$ cat src/rtl/fft_rescale_scheduler_pkg.sv
// Shared types and constants for the FFT block-floating-point rescale scheduler.
package fft_pkg;

    typedef enum logic [1:0] {
        SCHED_IDLE,
        SCHED_RUN,
        SCHED_STAGE_END,
        SCHED_DONE
    } sched_state_e;

    localparam logic RESCALE_MODE_ADAPTIVE = 1'b0;
    localparam logic RESCALE_MODE_ALWAYS   = 1'b1;

endpackage

$ cat src/rtl/fft_rescale_scheduler_if.sv
// Control/status bundle between FFT top-level control (master) and the rescale scheduler (slave).
interface fft_rescale_scheduler_if #(
    parameter int FFT_LENGTH             = 1024,
    parameter int FFT_SCALE_FACTOR_WIDTH = 8
);
    localparam int STAGES = $clog2(FFT_LENGTH);
    localparam int STG_W  = $clog2(STAGES) + 1;
    localparam int CNT_W  = $clog2(FFT_LENGTH) + 1;

    logic                              start_i;
    logic                              abort_i;
    logic                              mode_i;
    logic [7:0]                        threshold_i;
    logic                              sample_valid_i;
    logic                              overflow_i;
    logic [STG_W-1:0]                  stage_o;
    logic                              rescale_en_o;
    logic                              scale_track_en_o;
    logic                              busy_o;
    logic                              stage_done_o;
    logic                              done_o;
    logic [FFT_SCALE_FACTOR_WIDTH-1:0] scale_exp_o;
    logic [CNT_W-1:0]                  stage_ovf_cnt_o;
    logic                              err_o;

    modport master (
        output start_i, abort_i, mode_i, threshold_i, sample_valid_i, overflow_i,
        input  stage_o, rescale_en_o, scale_track_en_o, busy_o, stage_done_o, done_o,
               scale_exp_o, stage_ovf_cnt_o, err_o
    );

    modport slave (
        input  start_i, abort_i, mode_i, threshold_i, sample_valid_i, overflow_i,
        output stage_o, rescale_en_o, scale_track_en_o, busy_o, stage_done_o, done_o,
               scale_exp_o, stage_ovf_cnt_o, err_o
    );

endinterface

$ cat src/rtl/fft_rescale_scheduler_stage_counter.sv
// Per-stage sample down-counter with terminal-count flag and a saturating overflow counter.
module fft_stage_counter #(
    parameter int LENGTH = 1024,
    parameter int CNT_W  = $clog2(LENGTH) + 1
) (
    input  logic             clk_i,
    input  logic             reset_i,
    input  logic             clr,
    input  logic             en,
    input  logic             ovf,
    output logic             last_sample,
    output logic [CNT_W-1:0] ovf_cnt
);
    localparam logic [CNT_W-1:0] LOAD = CNT_W'(LENGTH - 1);

    logic [CNT_W-1:0] remain_q;

    always_ff @(posedge clk_i or posedge reset_i) begin
        if (reset_i) begin
            remain_q <= LOAD;
            ovf_cnt  <= '0;
        end else if (clr) begin
            remain_q <= LOAD;
            ovf_cnt  <= '0;
        end else if (en) begin
            remain_q <= remain_q - CNT_W'(1);
            if (ovf && ovf_cnt != '1) begin
                ovf_cnt <= ovf_cnt + CNT_W'(1);
            end
        end
    end

    assign last_sample = (remain_q == '0);

endmodule

$ cat src/rtl/fft_rescale_scheduler.sv
// Stage sequencer for block-floating-point rescaling across the radix-2 FFT stages.
module fft_rescale_scheduler
    import fft_pkg::*;
#(
    parameter int FFT_LENGTH             = 1024,
    parameter int FFT_SCALE_FACTOR_WIDTH = 8
) (
    input logic                     clk_i,
    input logic                     reset_i,
    fft_rescale_scheduler_if.slave  bus
);
    localparam int STAGES = $clog2(FFT_LENGTH);
    localparam int STG_W  = $clog2(STAGES) + 1;
    localparam int CNT_W  = $clog2(FFT_LENGTH) + 1;
    localparam int EXP_W  = FFT_SCALE_FACTOR_WIDTH;
    localparam int CMP_W  = (CNT_W > 8) ? CNT_W : 8;
    localparam logic [STG_W-1:0] LAST_STAGE = STG_W'(STAGES - 1);

    sched_state_e     state_q;
    logic [STG_W-1:0] stage_q;
    logic             rescale_en_q;
    logic             busy_q;
    logic             stage_done_q;
    logic             done_q;
    logic             err_q;
    logic             mode_q;
    logic [7:0]       thr_q;
    logic [EXP_W-1:0] scale_exp_q;

    logic [CNT_W-1:0] ovf_cnt;
    logic             last_sample;
    logic             start_acc;
    logic             abort_acc;
    logic             cnt_en;
    logic             cnt_clr;
    logic             last_stage;
    logic             over_thr;
    logic             exp_bump;

    assign start_acc  = (state_q == SCHED_IDLE) && bus.start_i && !bus.abort_i;
    assign abort_acc  = (state_q != SCHED_IDLE) && bus.abort_i;
    assign cnt_en     = (state_q == SCHED_RUN) && bus.sample_valid_i && !bus.abort_i;
    assign last_stage = (stage_q == LAST_STAGE);
    // The last stage keeps its overflow count visible until the next start.
    assign cnt_clr    = start_acc || abort_acc || ((state_q == SCHED_STAGE_END) && !last_stage);
    assign over_thr   = CMP_W'(ovf_cnt) > CMP_W'(thr_q);
    assign exp_bump   = (mode_q == RESCALE_MODE_ALWAYS) || (rescale_en_q && (ovf_cnt != '0));

    fft_stage_counter #(
        .LENGTH (FFT_LENGTH),
        .CNT_W  (CNT_W)
    ) u_stage_counter (
        .clk_i       (clk_i),
        .reset_i     (reset_i),
        .clr         (cnt_clr),
        .en          (cnt_en),
        .ovf         (bus.overflow_i),
        .last_sample (last_sample),
        .ovf_cnt     (ovf_cnt)
    );

    always_ff @(posedge clk_i or posedge reset_i) begin
        if (reset_i) begin
            state_q      <= SCHED_IDLE;
            stage_q      <= '0;
            rescale_en_q <= 1'b0;
            busy_q       <= 1'b0;
            stage_done_q <= 1'b0;
            done_q       <= 1'b0;
            err_q        <= 1'b0;
            mode_q       <= RESCALE_MODE_ADAPTIVE;
            thr_q        <= '0;
            scale_exp_q  <= '0;
        end else begin
            stage_done_q <= 1'b0;
            done_q       <= 1'b0;

            if (start_acc) begin
                err_q <= 1'b0;
            end else if (bus.sample_valid_i && (state_q != SCHED_RUN)) begin
                err_q <= 1'b1;
            end

            if (abort_acc) begin
                state_q      <= SCHED_IDLE;
                stage_q      <= '0;
                rescale_en_q <= 1'b0;
                busy_q       <= 1'b0;
                scale_exp_q  <= '0;
            end else begin
                case (state_q)
                    SCHED_IDLE: begin
                        if (start_acc) begin
                            state_q      <= SCHED_RUN;
                            stage_q      <= '0;
                            rescale_en_q <= 1'b1;
                            busy_q       <= 1'b1;
                            scale_exp_q  <= '0;
                            mode_q       <= bus.mode_i;
                            thr_q        <= bus.threshold_i;
                        end
                    end
                    SCHED_RUN: begin
                        if (cnt_en && last_sample) begin
                            state_q      <= SCHED_STAGE_END;
                            stage_done_q <= 1'b1;
                        end
                    end
                    SCHED_STAGE_END: begin
                        if (exp_bump && (scale_exp_q != '1)) begin
                            scale_exp_q <= scale_exp_q + EXP_W'(1);
                        end
                        if (last_stage) begin
                            state_q      <= SCHED_DONE;
                            done_q       <= 1'b1;
                            busy_q       <= 1'b0;
                            rescale_en_q <= 1'b0;
                        end else begin
                            state_q      <= SCHED_RUN;
                            stage_q      <= stage_q + STG_W'(1);
                            rescale_en_q <= (mode_q == RESCALE_MODE_ALWAYS) || over_thr;
                        end
                    end
                    SCHED_DONE: state_q <= SCHED_IDLE;
                    default:    state_q <= SCHED_IDLE;
                endcase
            end
        end
    end

    assign bus.stage_o          = stage_q;
    assign bus.rescale_en_o     = rescale_en_q;
    assign bus.scale_track_en_o = busy_q;
    assign bus.busy_o           = busy_q;
    assign bus.stage_done_o     = stage_done_q;
    assign bus.done_o           = done_q;
    assign bus.scale_exp_o      = scale_exp_q;
    assign bus.stage_ovf_cnt_o  = ovf_cnt;
    assign bus.err_o            = err_q;

endmodule

$ cat src/flat_wrapper.sv
// flat-port wrapper written by rule: the top's interface ports become plain ports
module fft_rescale_scheduler_flat import fft_pkg::*;
#(
    parameter int FFT_LENGTH             = 1024,
    parameter int FFT_SCALE_FACTOR_WIDTH = 8
)
  (clk_i, reset_i, bus_start_i, bus_abort_i, bus_mode_i, bus_threshold_i, bus_sample_valid_i, bus_overflow_i, bus_stage_o, bus_rescale_en_o, bus_scale_track_en_o, bus_busy_o, bus_stage_done_o, bus_done_o, bus_scale_exp_o, bus_stage_ovf_cnt_o, bus_err_o);
  fft_rescale_scheduler_if #(.FFT_LENGTH(FFT_LENGTH), .FFT_SCALE_FACTOR_WIDTH(FFT_SCALE_FACTOR_WIDTH)) bus_i ();
  input logic clk_i;
  input logic reset_i;
  input wire logic [$bits(bus_i.start_i)-1:0] bus_start_i;
  input wire logic [$bits(bus_i.abort_i)-1:0] bus_abort_i;
  input wire logic [$bits(bus_i.mode_i)-1:0] bus_mode_i;
  input wire logic [$bits(bus_i.threshold_i)-1:0] bus_threshold_i;
  input wire logic [$bits(bus_i.sample_valid_i)-1:0] bus_sample_valid_i;
  input wire logic [$bits(bus_i.overflow_i)-1:0] bus_overflow_i;
  output wire logic [$bits(bus_i.stage_o)-1:0] bus_stage_o;
  output wire logic [$bits(bus_i.rescale_en_o)-1:0] bus_rescale_en_o;
  output wire logic [$bits(bus_i.scale_track_en_o)-1:0] bus_scale_track_en_o;
  output wire logic [$bits(bus_i.busy_o)-1:0] bus_busy_o;
  output wire logic [$bits(bus_i.stage_done_o)-1:0] bus_stage_done_o;
  output wire logic [$bits(bus_i.done_o)-1:0] bus_done_o;
  output wire logic [$bits(bus_i.scale_exp_o)-1:0] bus_scale_exp_o;
  output wire logic [$bits(bus_i.stage_ovf_cnt_o)-1:0] bus_stage_ovf_cnt_o;
  output wire logic [$bits(bus_i.err_o)-1:0] bus_err_o;
  assign bus_i.start_i = bus_start_i;
  assign bus_i.abort_i = bus_abort_i;
  assign bus_i.mode_i = bus_mode_i;
  assign bus_i.threshold_i = bus_threshold_i;
  assign bus_i.sample_valid_i = bus_sample_valid_i;
  assign bus_i.overflow_i = bus_overflow_i;
  assign bus_stage_o = bus_i.stage_o;
  assign bus_rescale_en_o = bus_i.rescale_en_o;
  assign bus_scale_track_en_o = bus_i.scale_track_en_o;
  assign bus_busy_o = bus_i.busy_o;
  assign bus_stage_done_o = bus_i.stage_done_o;
  assign bus_done_o = bus_i.done_o;
  assign bus_scale_exp_o = bus_i.scale_exp_o;
  assign bus_stage_ovf_cnt_o = bus_i.stage_ovf_cnt_o;
  assign bus_err_o = bus_i.err_o;
  fft_rescale_scheduler #(.FFT_LENGTH(FFT_LENGTH), .FFT_SCALE_FACTOR_WIDTH(FFT_SCALE_FACTOR_WIDTH)) u_core (.clk_i(clk_i), .reset_i(reset_i), .bus(bus_i));
endmodule
$ cat config.mk
export PLATFORM = sky130hd
export DESIGN_NAME = fft_rescale_scheduler_flat
export DESIGN_NICKNAME = d
export VERILOG_FILES = /design/src/rtl/fft_rescale_scheduler_pkg.sv /design/src/rtl/fft_rescale_scheduler_if.sv /design/src/rtl/fft_rescale_scheduler_stage_counter.sv /design/src/rtl/fft_rescale_scheduler.sv /design/src/flat_wrapper.sv
export SDC_FILE = /design/constraint.sdc
export NUM_CORES = 1
export LEC_CHECK = 0
export CAP_MARGIN = 20
export CORE_ASPECT_RATIO = 1.25
export CORE_MARGIN = 5
export CORE_UTILIZATION = 40
export CTS_CLUSTER_SIZE = 30
export DETAILED_ROUTE_END_ITERATION = 12
export PLACE_DENSITY = 0.63
export SYNTH_ARGS = -nofsm -noshare
export SYNTH_HDL_FRONTEND = slang
export SYNTH_SLANG_ARGS = --single-unit
$ cat constraint.sdc
create_clock -name clk_i -period 2.7 [get_ports clk_i]
set_input_delay 0.27 -clock clk_i [delete_from_list [all_inputs] [get_ports clk_i]]
set_output_delay 0.27 -clock clk_i [all_outputs]
set_load 0.02 [all_outputs]
### Word-level counts from Yosys, hierarchy flattened

Cells that the tools add are included.

* register bits: 51
* bits of input ports: 15
* output and inout port bits: 30
* word-level logic and storage cells: 95

* add/subtract/negate cells: 4
* magnitude comparators: 1
* equality and inequality tests: 12
* mux-type cells: 33
* bitwise gates (word level): 1
* reduce and logical (&&, ||, !) cells: 32

Operator list (number)
* $mux 11: 5
* $mux 8: 3
* $pmux 8 s2: 1
* $mux 5: 3
* $mux 1: 13
* $reduce_and 3->1: 4
* $add 11x1->11 const B: 1
* $gt 11x8->1: 1
* $logic_and 1x1->1: 11
* $logic_not 11->1: 1
* $ne 11x11->1 const B: 1
* $reduce_bool 11->1: 1
* $sub 11x1->11 const B: 1
* $pmux 5 s2: 1
* $ne 3x2->1 const B: 3
* $add 8x1->8 const B: 1
* $mux 2: 4
* $ne 8x8->1 const B: 1
* $pmux 2 s4: 1
* $reduce_bool 2->1: 4
* $ne 3x1->1 const B: 2
* $reduce_and 2->1: 3
* $add 5x1->5 const B: 1
* $eq 5x4->1 const B: 1
* other kinds (9): 15

### Longest topological paths before layout

* word-level depth: 7
* depth in mapped cells: 7
* mapped depth without buffers: 7

### By module

Synthesis repeated with hierarchy kept, for this count alone.

* cell total of the unflattened synthesis: 294
* area total of the unflattened synthesis: 2801.4 µm²

By module, submodules not included
* fft_rescale_scheduler: instances 1, cells an instance 176, area each 1607.8 µm²
* fft_stage_counter: instances 1, cells an instance 118, area each 1193.6 µm²

### Least setup slack after synthesis

No wires, ideal clock.

* path kind: register -> register
* start: register u_core.u_stage_counter.ovf_cnt[0]
* end: register u_core.scale_exp_q[6], in the netlist u_core.bus.scale_exp_o[6]
* setup time: 0.083 ns
* arrival: 1.950 ns
* path slack: 0.668 ns
* cell stages (with the launch flop): 8
* buffers on the path: 0
* clock period less this slack: 2.032 ns
* cell sequence: dfrtp_1 inv_1 ha_1 nor4b_1 a41oi_1 nand3_1 or4_1 o21ai_0

* word-level cells in the longest chain between the ends: 6

RTL lines
* from (decl): line fft_rescale_scheduler_stage_counter.sv:12 `output logic [CNT_W-1:0] ovf_cnt`
* from (signal assigned): line fft_rescale_scheduler_stage_counter.sv:28 `ovf_cnt <= ovf_cnt + CNT_W'(1);`
* $reduce_bool 11->1: line fft_rescale_scheduler.sv:47 `assign exp_bump = (mode_q == RESCALE_MODE_ALWAYS) || (rescale_en_q && (ovf_cnt != '0));`
* $logic_and 1x1->1: line fft_rescale_scheduler.sv:47
* $logic_or 1x1->1: line fft_rescale_scheduler.sv:47
* $logic_and 1x1->1: line fft_rescale_scheduler.sv:110 `if (exp_bump && (scale_exp_q != '1)) begin`
* $ne 3x2->1 (no source line)
* $reduce_and 3->1 (no source line)
* to (signal assigned): line fft_rescale_scheduler.sv:111 `scale_exp_q <= scale_exp_q + EXP_W'(1);`
* to (decl): line fft_rescale_scheduler.sv:28 `logic [EXP_W-1:0] scale_exp_q;`

Every way passes these cells.
A chain may end at the register's enable or synchronous reset.

### Final worst setup path

Same ends and word-level chain as after synthesis.

==> impl_metrics.json <==
{
  "run_status": "complete, no violations",
  "synth_cell_types": 49,
  "tns_ns": 0,
  "slew_headroom_pct": 63.65,
  "seq_area_um2": 1289,
  "yosysSeqAreaShare_pct": 46.00,
  "clkLatencyLatePin_ns": 0.31,
  "drv_slew": 0,
  "grt_pass1_vias": 2201,
  "multi_input_area_um2": 1391,
  "ff2ff_setup_slack_ns": 0.39,
  "via_per_inst": 5.326,
  "irDropWorstVdd_uv": 360.0,
  "wl_um": 6222,
  "whs_ns": 0.3185,
  "setup_violations": 0,
  "synth_warnings": 0,
  "r2r_end": "u_core.bus.scale_exp_o[6]",
  "fmax_ghz": 0.4332,
  "postPlaceCellArea_um2": 3347,
  "num_io_pins": 45,
  "cp_max_fo": 7,
  "netlist_instances": 296,
  "start_util_pct": 40.65,
  "wl_per_cell_um": 14.40,
  "cts_buffers": 5,
  "cts_setup_buffers": 0,
  "gp_congestion": 0.7534,
  "pwr-share-comb_pct": 14.9,
  "core_area_um2": 6892,
  "synth-edff-count": 0,
  "antenna_found_initial": 0,
  "cts_buffer_depth": 2,
  "rsz0062_at_grt": "false",
  "clk_pin_slew_ns": 0.10,
  "hold_viol_final": 0,
  "die_height_um": 103.6,
  "antennaDiodeCount": 0,
  "drc": 0,
  "cts_hold_buf": 0,
  "seq_power_share_pct": 48.4,
  "ctsRootBufferMaster": "clkbuf_8",
  "avgSynthCellArea_um2": 9.464,
  "min_period_over_period_pct": 85.50,
  "grt_pass1_wl_um": 10450,
  "async_reset_ff_share_pct": 100.0,
  "ctsResizeCount": 0,
  "grt_max_degree": 28,
  "num_vias": 2301,
  "dp.cells": 424,
  "synth.area.top_cells": "dfrtp_1 (37%), dfstp_2 (9.4%), ha_1 (6.3%)",
  "port_buffers": 44,
  "grt-ovfl-total": 0,
  "rr_startpoint": "u_core.u_stage_counter.ovf_cnt[0]",
  "p_clk_share_pct": 36.6,
  "row_count": 34,
  "crit_path_start": "u_core.u_stage_counter.ovf_cnt[0]",
  "cellLeakagePower_nw": 1.505,
  "hold_class": "in -> async",
  "skew_ns": 0.01060,
  "synth_flop_cell": "dfrtp_1",
  "fin_ws_ns": 0.3915,
  "synth_area_leader_cell": "dfrtp_1",
  "critical_path_class": "reg -> reg",
  "powerDensity_nw_per_um2": 499.7,
  "nFillCells": 672,
  "nets": 370,
  "initialDrtViolationCount": 160,
  "synth_nets": 325,
  "cp_data_required_time_ns": 2.92,
  "drv_cap": 0,
  "synth_seq_cells": 51,
  "p_sw_share_pct": 25.55,
  "grtUsageTotal_pct": 14.44,
  "p_int_mw": 1.296,
  "netlist.area_leader.share_pct": 36.62,
  "hpwl_um": 4602,
  "startpoint_type": "register",
  "tightest_slew_ns": 0.5444,
  "fin_cells": 432,
  "setup.worst_path.end_class": "register",
  "postRouteAntennaNets": 0,
  "pre_cts_ws_ns": 0.2646,
  "die_area_um2": 8787,
  "htreeDepth": 2,
  "layout-drive-gt1-share_pct": 10.82,
  "switchingPower_uw": 444.8,
  "cts_sinks": 51,
  "cts_tree": "yes",
  "crit_end": "u_core.bus.scale_exp_o[6]",
  "die_w_um": 84.85,
  "first_pass_iters": 4,
  "period_minus_slack_ns": 2.309,
  "syn2layout_area_growth_pct": 24.34,
  "netlist_area_um2": 2801,
  "crit_arrival_ns": 2.53,
  "design_area_um2": 3483,
  "r2r_cells": 7
}
worst max-delay path, cell delays in order (launching register included):
cell	delay (ns)
dfrtp_1	0.47
inv_1	0.11
ha_1	0.20
nor4b_1	0.14
a41oi_1	0.44
nand3_1	0.32
or4_1	0.46
o21ai_0	0.09
cell families after synthesis:
family	count (synthesis)	share of synthesized area, %
buffers and inverters	29	4.332
multiplexers	2	0.7593
XOR/XNOR	15	4.689
adder cells (fa/ha/maj)	14	6.253
flip-flops	51	46.00
AND/OR/NAND/NOR	128	26.17
AO/OA/AOI/OAI	57	11.79
Yosys cell counts (2+ instances only):
cell type / count
and3_1: 5
or4b_4: 2
o211ai_1: 2
nor4_1: 5
nor3_1: 5
nand2_2: 2
ha_1: 14
o21ai_0: 30
clkbuf_1: 4
or2_2: 2
dfstp_2: 10
nor2_1: 28
nand3_1: 11
nand4_1: 9
xor2_1: 5
o41ai_1: 3
buf_2: 4
nor2b_1: 3
or3_1: 3
a21oi_1: 12
xnor2_1: 10
or4_1: 2
a22oi_1: 2
buf_4: 2
and4_1: 3
nand2b_1: 7
a31oi_1: 2
dfrtp_1: 41
and2_1: 4
nand3b_1: 2
nand2_1: 26
inv_1: 19
flip-flops by register name (all words and copies together), names as in the netlist:
name and cells:
u_core.u_stage_counter.ovf_cnt 11, u_core.state_q 2, u_core.bus.done_o 1, u_core.u_stage_counter.remain_q 11
u_core.bus.stage_o 5, u_core.mode_q 1, u_core.bus.err_o 1, u_core.bus.rescale_en_o 1
u_core.thr_q 8, u_core.bus.stage_done_o 1, u_core.bus.busy_o 1, u_core.bus.scale_exp_o 8
final cells by class:
| cell class | count | share of cell area, % |
|---|---|---|
| sequential | 51 | 37.00 |
| timing repair buffer | 48 | 13.86 |
| clock buffer | 5 | 1.976 |
| inverter | 19 | 2.047 |
| clock inverter | 3 | 1.940 |
| tap | 90 | 3.233 |
| multi-input combinational | 216 | 39.94 |
metrics by stage:
stage | power, mW | util, %
final | 1.741 | 50.54
after global routing | 1.822 | 50.54
after CTS | 1.758 | 50.54
after detailed placement | 1.121 | 48.57
after global placement | 1.116 | 48.57
after floorplan | 1.018 | -
layout by cell type, fill, tap and decap left out, types with 11 or more instances in the layout:
cell             Yosys  final
inv_1               19     18
clkdlybuf4s50_1      0     44
o21ai_0             30     30
nor2_1              28     28
dfrtp_1             41     41
ha_1                14     14
nand2_1             26     26
nand3_1             11     11
a21oi_1             12     12
layer usage:
| layer | global-route usage (%) | share of wire, % | vias to the layer above |
|---|---|---|---|
| met4 | 4.412 | 0.98 | 0 |
| li1 | - | - | 1128 |
| met5 | 0 | 0 | - |
| met2 | 24.92 | 51 | 58 |
| met1 | 17.95 | 43 | 1109 |
| met3 | 3.018 | 4.6 | 6 |
worst min path at each step:
stage | start | to | slack, ns | cells past startpoint
global route | reset_i | u_core.bus.done_o | 0.39 | 2
finish | reset_i | u_core.bus.stage_done_o | 0.32 | 2
CTS | reset_i | u_core.bus.stage_done_o | 0.34 | 2
detailed placement | u_core.bus.err_o | u_core.bus.err_o | 0.49 | 2
floorplan | bus_mode_i | u_core.mode_q | 0.39 | 2
global placement | u_core.bus.err_o | u_core.bus.err_o | 0.49 | 2
power by group through the flow:
stage / clock network, mW / registers (mW) / logic, mW
floorplan: 0 / 0.866 / 0.152
global placement: 0 / 0.857 / 0.259
detailed placement: 0 / 0.858 / 0.263
CTS: 0.649 / 0.844 / 0.265
global route: 0.680 / 0.850 / 0.293
finish: 0.638 / 0.843 / 0.260
(Power assumes the default switching activity.)
